--- src/rtl/hazard_pkg.sv ---
// Shared types and default sizing for the pipeline hazard controller.
// Latency: n/a (declarations only).
// Backpressure: n/a (declarations only).
//
// Contents: haz_cause_e stall-reason encoding, default parameter constants,
// and a small saturating-increment helper used by the stall counter.
package hazard_pkg;

    localparam int NUM_REGS_DEF        = 32;
    localparam int MAX_OUTSTANDING_DEF = 4;
    localparam int CNT_W_DEF           = 32;

    // Encoded in priority order: a lower value wins when several causes apply.
    typedef enum logic [2:0] {
        HAZ_NONE     = 3'd0,
        HAZ_LOAD_USE = 3'd1,
        HAZ_SB_RAW   = 3'd2,
        HAZ_SB_WAW   = 3'd3,
        HAZ_SB_FULL  = 3'd4
    } haz_cause_e;

    // Returns 1 when the increment should be suppressed (counter already all-ones).
    function automatic logic cnt_saturated(input logic [63:0] cnt, input int width);
        logic sat;
        sat = 1'b1;
        for (int i = 0; i < width; i++) begin
            sat = sat & cnt[i];
        end
        return sat;
    endfunction

endpackage

--- src/rtl/hazard_control_unit_if.sv ---
// Bundle of ID/EX/WB hazard inputs and pipeline-control outputs.
// Latency: n/a (wiring only).
// Backpressure: n/a; stalls are expressed through pc_write / if_id_write / ctrl_sel.
//
// Modports:
//   master - pipeline side: drives decode/execute/writeback status, receives controls
//   slave  - hazard controller: consumes status, drives controls, busy and stall_cnt
interface hazard_control_unit_if #(
    parameter int NUM_REGS = 32,
    parameter int CNT_W    = 32
);
    import hazard_pkg::*;

    localparam int REG_AW = $clog2(NUM_REGS);

    // ID stage
    logic              id_valid;
    logic [REG_AW-1:0] id_rs1;
    logic [REG_AW-1:0] id_rs2;
    logic              id_rs1_used;
    logic              id_rs2_used;
    logic [REG_AW-1:0] id_rd;
    logic              id_long_op;
    // ID_EX register contents
    logic              id_ex_mem_read;
    logic [REG_AW-1:0] id_ex_rd;
    // Variable-latency writeback
    logic              wb_done;
    logic [REG_AW-1:0] wb_rd;
    // Control flow
    logic              ex_redirect;

    // Pipeline controls
    logic              pc_write;
    logic              if_id_write;
    logic              if_id_flush;
    logic              ctrl_sel;
    haz_cause_e        stall_cause;
    logic [NUM_REGS-1:0] busy;
    logic [CNT_W-1:0]  stall_cnt;

    modport master (
        output id_valid, id_rs1, id_rs2, id_rs1_used, id_rs2_used, id_rd, id_long_op,
        output id_ex_mem_read, id_ex_rd, wb_done, wb_rd, ex_redirect,
        input  pc_write, if_id_write, if_id_flush, ctrl_sel, stall_cause, busy, stall_cnt
    );

    modport slave (
        input  id_valid, id_rs1, id_rs2, id_rs1_used, id_rs2_used, id_rd, id_long_op,
        input  id_ex_mem_read, id_ex_rd, wb_done, wb_rd, ex_redirect,
        output pc_write, if_id_write, if_id_flush, ctrl_sel, stall_cause, busy, stall_cnt
    );

endinterface

--- src/rtl/hazard_scoreboard.sv ---
// Busy-register scoreboard for variable-latency writers, with occupancy count.
// Latency: queries are combinational; set/clear become visible one cycle after the edge.
// Backpressure: none internally; the caller must not set when full or when rd is busy.
//
// Ports: clk, rst_n; set_vld/set_rd mark a register busy; clr_vld/clr_rd retire it;
// q_rs1/q_rs2 (+used) return rsN_hit, q_rd returns rd_busy; full reports occupancy
// after this cycle's clear reaching MAX_OUTSTANDING; busy is the registered vector.
module hazard_scoreboard
    import hazard_pkg::*;
#(
    parameter int NUM_REGS        = NUM_REGS_DEF,
    parameter int MAX_OUTSTANDING = MAX_OUTSTANDING_DEF,
    parameter int REG_AW          = $clog2(NUM_REGS)
) (
    input  logic                clk,
    input  logic                rst_n,
    input  logic                set_vld,
    input  logic [REG_AW-1:0]   set_rd,
    input  logic                clr_vld,
    input  logic [REG_AW-1:0]   clr_rd,
    input  logic [REG_AW-1:0]   q_rs1,
    input  logic                q_rs1_used,
    input  logic [REG_AW-1:0]   q_rs2,
    input  logic                q_rs2_used,
    input  logic [REG_AW-1:0]   q_rd,
    output logic                rs1_hit,
    output logic                rs2_hit,
    output logic                rd_busy,
    output logic                full,
    output logic [NUM_REGS-1:0] busy
);

    localparam int OCC_W = $clog2(NUM_REGS + 1);

    logic [NUM_REGS-1:0] busy_q, busy_d;
    logic [OCC_W-1:0]    occ_q, occ_d;
    logic [OCC_W-1:0]    occ_after_clr;
    logic                clr_eff;
    logic                set_eff;

    // Combinational queries. A retirement in the current cycle already counts
    // as free: the register file is write-first, so a reader sees the new value.
    always_comb begin
        clr_eff       = clr_vld && (clr_rd != '0) && busy_q[clr_rd];
        set_eff       = set_vld && (set_rd != '0);
        occ_after_clr = occ_q - OCC_W'(clr_eff);

        rs1_hit = q_rs1_used && (q_rs1 != '0) && busy_q[q_rs1]
                  && !(clr_vld && (clr_rd == q_rs1));
        rs2_hit = q_rs2_used && (q_rs2 != '0) && busy_q[q_rs2]
                  && !(clr_vld && (clr_rd == q_rs2));
        rd_busy = (q_rd != '0) && busy_q[q_rd]
                  && !(clr_vld && (clr_rd == q_rd));
        full    = (occ_after_clr == OCC_W'(MAX_OUTSTANDING));
    end

    // Next state. A clear on a register that is not busy changes nothing,
    // so the occupancy count cannot underflow on a stray writeback.
    always_comb begin
        busy_d = busy_q;
        occ_d  = occ_after_clr + OCC_W'(set_eff);
        if (clr_eff) begin
            busy_d[clr_rd] = 1'b0;
        end
        if (set_eff) begin
            busy_d[set_rd] = 1'b1;
        end
    end

    always_ff @(posedge clk or negedge rst_n) begin
        if (!rst_n) begin
            busy_q <= '0;
            occ_q  <= '0;
        end else begin
            busy_q <= busy_d;
            occ_q  <= occ_d;
        end
    end

    assign busy = busy_q;

endmodule

--- src/rtl/hazard_control_unit.sv ---
// Pipeline hazard controller: load-use, scoreboard RAW/WAW/full stalls, redirect flush.
// Latency: all controls combinational from inputs and registered busy; busy/stall_cnt registered.
// Backpressure: a stall holds PC and IF_ID and bubbles ID_EX; ex_redirect overrides any stall.
//
// Ports: clk, rst_n (async, active-low); hif (slave) carries ID/ID_EX/WB status in and
// pc_write, if_id_write, if_id_flush, ctrl_sel, stall_cause, busy, stall_cnt out.
module hazard_control_unit
    import hazard_pkg::*;
#(
    parameter int NUM_REGS        = NUM_REGS_DEF,
    parameter int MAX_OUTSTANDING = MAX_OUTSTANDING_DEF,
    parameter int CNT_W           = CNT_W_DEF
) (
    input  logic                  clk,
    input  logic                  rst_n,
    hazard_control_unit_if.slave  hif
);

    localparam int REG_AW = $clog2(NUM_REGS);

    logic                rs1_hit;
    logic                rs2_hit;
    logic                rd_busy;
    logic                sb_full;
    logic [NUM_REGS-1:0] busy;
    logic                load_use;
    logic                long_wr;
    logic                stall;
    logic                issue;
    logic                set_vld;
    haz_cause_e          cause;
    logic [CNT_W-1:0]    stall_cnt_q, stall_cnt_d;

    hazard_scoreboard #(
        .NUM_REGS        (NUM_REGS),
        .MAX_OUTSTANDING (MAX_OUTSTANDING),
        .REG_AW          (REG_AW)
    ) u_scoreboard (
        .clk        (clk),
        .rst_n      (rst_n),
        .set_vld    (set_vld),
        .set_rd     (hif.id_rd),
        .clr_vld    (hif.wb_done),
        .clr_rd     (hif.wb_rd),
        .q_rs1      (hif.id_rs1),
        .q_rs1_used (hif.id_rs1_used),
        .q_rs2      (hif.id_rs2),
        .q_rs2_used (hif.id_rs2_used),
        .q_rd       (hif.id_rd),
        .rs1_hit    (rs1_hit),
        .rs2_hit    (rs2_hit),
        .rd_busy    (rd_busy),
        .full       (sb_full),
        .busy       (busy)
    );

    // Stall cause, highest priority first. A load into x0 never hazards,
    // and a long op writing x0 is treated as having no destination.
    always_comb begin
        load_use = hif.id_ex_mem_read && (hif.id_ex_rd != '0)
                   && ((hif.id_rs1_used && (hif.id_rs1 == hif.id_ex_rd))
                    || (hif.id_rs2_used && (hif.id_rs2 == hif.id_ex_rd)));
        long_wr  = hif.id_long_op && (hif.id_rd != '0);

        cause = HAZ_NONE;
        if (hif.id_valid) begin
            if (load_use) begin
                cause = HAZ_LOAD_USE;
            end else if (rs1_hit || rs2_hit) begin
                cause = HAZ_SB_RAW;
            end else if (long_wr && rd_busy) begin
                cause = HAZ_SB_WAW;
            end else if (long_wr && sb_full) begin
                cause = HAZ_SB_FULL;
            end
        end
        stall = (cause != HAZ_NONE);
    end

    // Pipeline controls. The redirect kills the ID instruction, so whatever it
    // was waiting on no longer matters: fetch resumes and nothing is issued.
    always_comb begin
        issue   = hif.id_valid && !stall && !hif.ex_redirect;
        set_vld = issue && long_wr;

        hif.pc_write    = 1'b1;
        hif.if_id_write = 1'b1;
        hif.if_id_flush = 1'b0;
        hif.ctrl_sel    = 1'b1;
        hif.stall_cause = HAZ_NONE;

        if (hif.ex_redirect) begin
            hif.if_id_flush = 1'b1;
            hif.ctrl_sel    = 1'b0;
        end else if (stall) begin
            hif.pc_write    = 1'b0;
            hif.if_id_write = 1'b0;
            hif.ctrl_sel    = 1'b0;
            hif.stall_cause = cause;
        end
    end

    // Performance counter: counts effective stall cycles, sticks at all-ones.
    always_comb begin
        stall_cnt_d = stall_cnt_q;
        if (stall && !hif.ex_redirect
            && !cnt_saturated(64'(stall_cnt_q), CNT_W)) begin
            stall_cnt_d = stall_cnt_q + CNT_W'(1);
        end
    end

    always_ff @(posedge clk or negedge rst_n) begin
        if (!rst_n) begin
            stall_cnt_q <= '0;
        end else begin
            stall_cnt_q <= stall_cnt_d;
        end
    end

    assign hif.busy      = busy;
    assign hif.stall_cnt = stall_cnt_q;

endmodule

--- src/flat_wrapper.sv ---
// flat-port wrapper written by rule: the top's interface ports become plain ports
module hazard_control_unit_flat import hazard_pkg::*;
#(
    parameter int NUM_REGS        = NUM_REGS_DEF,
    parameter int MAX_OUTSTANDING = MAX_OUTSTANDING_DEF,
    parameter int CNT_W           = CNT_W_DEF
)
  (clk, rst_n, hif_id_valid, hif_id_rs1, hif_id_rs2, hif_id_rs1_used, hif_id_rs2_used, hif_id_rd, hif_id_long_op, hif_id_ex_mem_read, hif_id_ex_rd, hif_wb_done, hif_wb_rd, hif_ex_redirect, hif_pc_write, hif_if_id_write, hif_if_id_flush, hif_ctrl_sel, hif_stall_cause, hif_busy, hif_stall_cnt);
  hazard_control_unit_if #(.NUM_REGS(NUM_REGS), .CNT_W(CNT_W)) hif_i ();
  input  logic clk;
  input  logic rst_n;
  input wire logic [$bits(hif_i.id_valid)-1:0] hif_id_valid;
  input wire logic [$bits(hif_i.id_rs1)-1:0] hif_id_rs1;
  input wire logic [$bits(hif_i.id_rs2)-1:0] hif_id_rs2;
  input wire logic [$bits(hif_i.id_rs1_used)-1:0] hif_id_rs1_used;
  input wire logic [$bits(hif_i.id_rs2_used)-1:0] hif_id_rs2_used;
  input wire logic [$bits(hif_i.id_rd)-1:0] hif_id_rd;
  input wire logic [$bits(hif_i.id_long_op)-1:0] hif_id_long_op;
  input wire logic [$bits(hif_i.id_ex_mem_read)-1:0] hif_id_ex_mem_read;
  input wire logic [$bits(hif_i.id_ex_rd)-1:0] hif_id_ex_rd;
  input wire logic [$bits(hif_i.wb_done)-1:0] hif_wb_done;
  input wire logic [$bits(hif_i.wb_rd)-1:0] hif_wb_rd;
  input wire logic [$bits(hif_i.ex_redirect)-1:0] hif_ex_redirect;
  output wire logic [$bits(hif_i.pc_write)-1:0] hif_pc_write;
  output wire logic [$bits(hif_i.if_id_write)-1:0] hif_if_id_write;
  output wire logic [$bits(hif_i.if_id_flush)-1:0] hif_if_id_flush;
  output wire logic [$bits(hif_i.ctrl_sel)-1:0] hif_ctrl_sel;
  output wire logic [$bits(hif_i.stall_cause)-1:0] hif_stall_cause;
  output wire logic [$bits(hif_i.busy)-1:0] hif_busy;
  output wire logic [$bits(hif_i.stall_cnt)-1:0] hif_stall_cnt;
  assign hif_i.id_valid = hif_id_valid;
  assign hif_i.id_rs1 = hif_id_rs1;
  assign hif_i.id_rs2 = hif_id_rs2;
  assign hif_i.id_rs1_used = hif_id_rs1_used;
  assign hif_i.id_rs2_used = hif_id_rs2_used;
  assign hif_i.id_rd = hif_id_rd;
  assign hif_i.id_long_op = hif_id_long_op;
  assign hif_i.id_ex_mem_read = hif_id_ex_mem_read;
  assign hif_i.id_ex_rd = hif_id_ex_rd;
  assign hif_i.wb_done = hif_wb_done;
  assign hif_i.wb_rd = hif_wb_rd;
  assign hif_i.ex_redirect = hif_ex_redirect;
  assign hif_pc_write = hif_i.pc_write;
  assign hif_if_id_write = hif_i.if_id_write;
  assign hif_if_id_flush = hif_i.if_id_flush;
  assign hif_ctrl_sel = hif_i.ctrl_sel;
  assign hif_stall_cause = hif_i.stall_cause;
  assign hif_busy = hif_i.busy;
  assign hif_stall_cnt = hif_i.stall_cnt;
  hazard_control_unit #(.NUM_REGS(NUM_REGS), .MAX_OUTSTANDING(MAX_OUTSTANDING), .CNT_W(CNT_W)) u_core (.clk(clk), .rst_n(rst_n), .hif(hif_i));
endmodule
--- config.mk ---
export PLATFORM = sky130hd
export DESIGN_NAME = hazard_control_unit_flat
export DESIGN_NICKNAME = d
export VERILOG_FILES = /design/src/rtl/hazard_pkg.sv /design/src/rtl/hazard_control_unit_if.sv /design/src/rtl/hazard_scoreboard.sv /design/src/rtl/hazard_control_unit.sv /design/src/flat_wrapper.sv
export SDC_FILE = /design/constraint.sdc
export NUM_CORES = 1
export LEC_CHECK = 0
export CAP_MARGIN = 20
export CORE_UTILIZATION = 39
export DETAILED_ROUTE_END_ITERATION = 10
export PLACE_DENSITY = 0.71
export SYNTH_ARGS = -nofsm -noshare
export SYNTH_HDL_FRONTEND = slang
export SYNTH_HIERARCHICAL = 1
export SYNTH_SLANG_ARGS = --single-unit
--- constraint.sdc ---
create_clock -name clk -period 6.1 [get_ports clk]
set_input_delay 1.22 -clock clk [delete_from_list [all_inputs] [get_ports clk]]
set_output_delay 1.22 -clock clk [all_outputs]
set_load 0.005 [all_outputs]
==> summary.md <==
| Metric | Value |
|---|---|
| Hold Startpoint | u_core/u_scoreboard/busy[0] |
| CTS Buf Count | 9 |
| Antenna-violating nets left | 0 |
| Fin. max-slew vios | 0 |
| Crit. Startpoint | hif_wb_rd[1] |
| Design area | about 6700 um^2 |
| Dpl cell area | approximately 6300 um^2 |
| Worst Path Buf+Inv | 3 |
| Cell area power density | roughly 250 nW/um^2 |
| Maximum clock rate | between 0.15 and 0.2 GHz |
| Leading area contributor after synthesis | dfrtp_1 |
| Max transition margin | 40.0% |
| Post-CTS Setup Bufs | 0 |
| WHS Endpoint | u_core/u_scoreboard/busy[0] |
| CTS Hold Bufs | 0 |
| Rows | 41 |
| CTS tree | done |
| Syn Area/Cell | 9.77 um^2 |
| Worst Path Required | 4.88 ns |
| Cell count after synthesis | 516 |
| Critical path class | input port to output pin |
| Synth Flop Type | dfrtp_1 |
| Post-Syn Area | around 5000 um^2 |
| Area fraction of the dominant cell type after synthesis | between 30% and 40% |
| Gr ovfl total | 0 |
| Startpoint Class | input port |
| H-Tree Depth | 3 |
| Final Setup Violations | 0 |
| Peak supply drop | 0.000146 V |
| Leak | around 2.7 nW |
| Via Count | just under 5000 |
| Crit path capture type | output pin |
| GR Util All Layers | about 24% |
| Dpl hpwl | 11600 um |
| Cells on worst reg2reg path | 17 |
| # DRC | 0 |
| GR peak layer | met2 |
| Final Power | 1.64 mW |
| Core area | approximately 13000 um^2 |
| Clock Path Buffers | 2 |
| Vias in the first global route | approximately 4700 |
| Die area | roughly 13000 um^2 |
| Max_cap viols | 0 |
| CP Max Fanout | 5 |
| Final Util | between 50% and 60% |
| Outcome | finished, final reports clean |
| Post-layout min period | 5.95 ns |
| CP max stage cell | clkdlybuf4s50_1 |
| Syn. warnings | 6 |
| # IOs | about 110 |
| Worst Skew | between 0.01 and 0.015 ns |
| Starting density of the core | 40.0% |
| Die height | around 120 um |
| Syn-to-layout area delta | 32.7% |
| Flop and latch count out of synthesis | 70 |
| Via density | between 5 and 6 |
| Ant diodes | 0 |
| Reg2Reg Setup Slack | between 1.5 and 2 ns |
| Final hold vios | 0 |
| Layout Nets | 670 |
| Layout Cells excl Fill | between 800 and 900 |
| PortBufs | 104 |
| Initial antenna violation count | 0 |
| Top cells by area, synth | dfrtp_1 35%, mux4_2 10%, xnor2_1 5.7% |
| Netlist cell types | 61 |
| Number of clock sinks | 70 |
| Setup repair after global routing missed its margin | no |
| GPL Wtd Cong | 0.941 |
| Net Count, Synth | approximately 560 |
| GR Layer Usage met1 | about 31% |
| Post-synth EDFFs | 0 |
| Reg-to-Reg Start | u_core/u_scoreboard/busy[2] |
| Placed Cells | 788 |
| Clock Tree Root | clkbuf_16 |
| 1st-pass router iterations | 5 |
| Final WL | between 15000 and 20000 um |
| Die Span X | around 120 um |
| Largest net degree at the start of global routing | slightly above 70 |
| First-pass GRT wire length | between 20000 and 25000 um |
| Hold slack final | around 0.47 ns |
| Worst path cell trace | clkdlybuf4s15_1 > buf_4 > mux2i_1 > o22ai_1 > a221o_1 > o311a_4 > a21o_1 > ha_1 > ha_1 > xor2_1 > nand3_1 > nor2_1 > o21ai_0 > nand2_1 > o21a_1 > nor2_1 > clkdlybuf4s50_1 |
| Sequential-to-total area share from yosys stat | around a third |
| Skew-Pair Late Insertion Delay | 0.35 ns |
| Crit path max-delay family | compound AO/OA/AOI/OAI gates |
| Final Cycle Share | a little over nine tenths |
| Wire per inst | approximately 20 um |
| Share of cells above drive strength 1 | 15.5% |
| Ys async rst share | between 90% and 100% |
| Worst slew pin tran | 0.900 ns |
| Clock transition at the registers of the reported paths | 0.06 ns |
| Grt met3 use | between 5 and 6% |
| Slowest stage delay, CP | just over 0.5 ns |
| WHS Path Cells | 0 |
| Top-count cell post-synth | dfrtp_1 |
| Routing usage on met2 | 38.9% |
| Synth top cells by count | 70 x dfrtp_1, 62 x nand2_1, 39 x a21oi_1, 35 x nor2_1, 33 x xnor2_1 |
| Arr. time, crit path | 4.73 ns |
| Hold WC Path Type | flip-flop to flip-flop |
| R2r endpoint | u_core/u_scoreboard/busy[14] |
| DRT iter0 DRCs | between 400 and 500 |
-- kinds of logic after synthesis --
family | after synthesis | synth area share (%)
buffers and inverters | 40 | 4.04
AND/OR/NAND/NOR | 184 | 18.8
AO/OA/AOI/OAI | 103 | 14.0
adder cells (fa/ha/maj) | 7 | 1.74
flip-flops | 70 | 34.7
XOR/XNOR | 61 | 10.6
multiplexers | 51 | 16.1
-- metrics by stage --
step	setup WS, ns	setup TNS (ns)
final	0.146	0
after global routing	0.00359	0
after CTS	0.0363	0
after detailed placement	-0.0704	-0.157
after global placement	0.0276	0
after floorplan	0.770	0
-- registers in the layout (all words and copies together) (netlist names) --
signal and flops:
u_core/hif.stall_cnt 32, u_core/u_scoreboard/occ_q 6, u_core/u_scoreboard/busy 32
-- timing repair --
item                       4_1_cts  5_1_grt
gates resized for setup          1        6
setup endpoints to repair        4        4
cloned                           0        0
-- worst max-delay path by stage --
stage / to / slack, ns / cells after the start
detailed placement: hif_ctrl_sel / -0.07 / 17
global placement: hif_ctrl_sel / 0.03 / 15
CTS: hif_stall_cause[2] / 0.04 / 15
global route: hif_stall_cause[2] / 0.004 / 17
floorplan: hif_pc_write / 0.77 / 17
finish: hif_ctrl_sel / 0.15 / 17
-- cell type report --
cell class	count	area, um^2
inverters	10	37.5
flip-flops and latches	70	1750
clock inverters	6	93.8
fillers	1158	5930
clock buffers	10	229
well taps	172	215
repair buffers	132	1270
multi-input cells	406	3100
-- cells in the final DEF, fill, tap and decap left out, drive strengths merged, types with 7 or more instances in the layout --
master	count
a21oi	42
a31oi	20
a41oi	13
buf	29
clkbuf	10
clkdlybuf4s50	99
dfrtp	70
ha	7
inv	12
mux2	7
mux2i	21
mux4	23
nand2	65
nand3	20
nand4	11
nor2	36
nor3	11
nor4	9
xnor2	33
xor2	28
-- worst register-to-register path, cell delays in order (launching register included) --
cell      delay (ns)
dfrtp_1         0.48
mux2_2          0.33
a221o_1         0.39
o311a_4         0.32
a21o_1          0.19
ha_1            0.21
ha_1            0.22
xor2_1          0.18
nand3_1         0.10
nor2_1          0.06
o21ai_0         0.15
nand2_1         0.12
o21a_1          0.23
nor2_1          0.26
nand2b_1        0.18
nor2_1          0.52
nand2_1         0.14
a41oi_1         0.25
-- power breakdown --
group	leakage, nW	switching, mW	internal, mW
sequential	0.933	0.0912	0.524
clock	0.154	0.207	0.361
combinational	1.61	0.208	0.251
-- layer usage --
| metal | vias up | wire length [um] | share of wire, % |
|---|---|---|---|
| met5 | - | 0 | 0 |
| met4 | 0 | 612 | 3.8 |
| met3 | 46 | 1510 | 9.5 |
| met2 | 295 | 7370 | 46 |
| met1 | 2352 | 6460 | 41 |
| li1 | 2132 | - | - |
No activity file was read; power rests on OpenSTA's default activity.
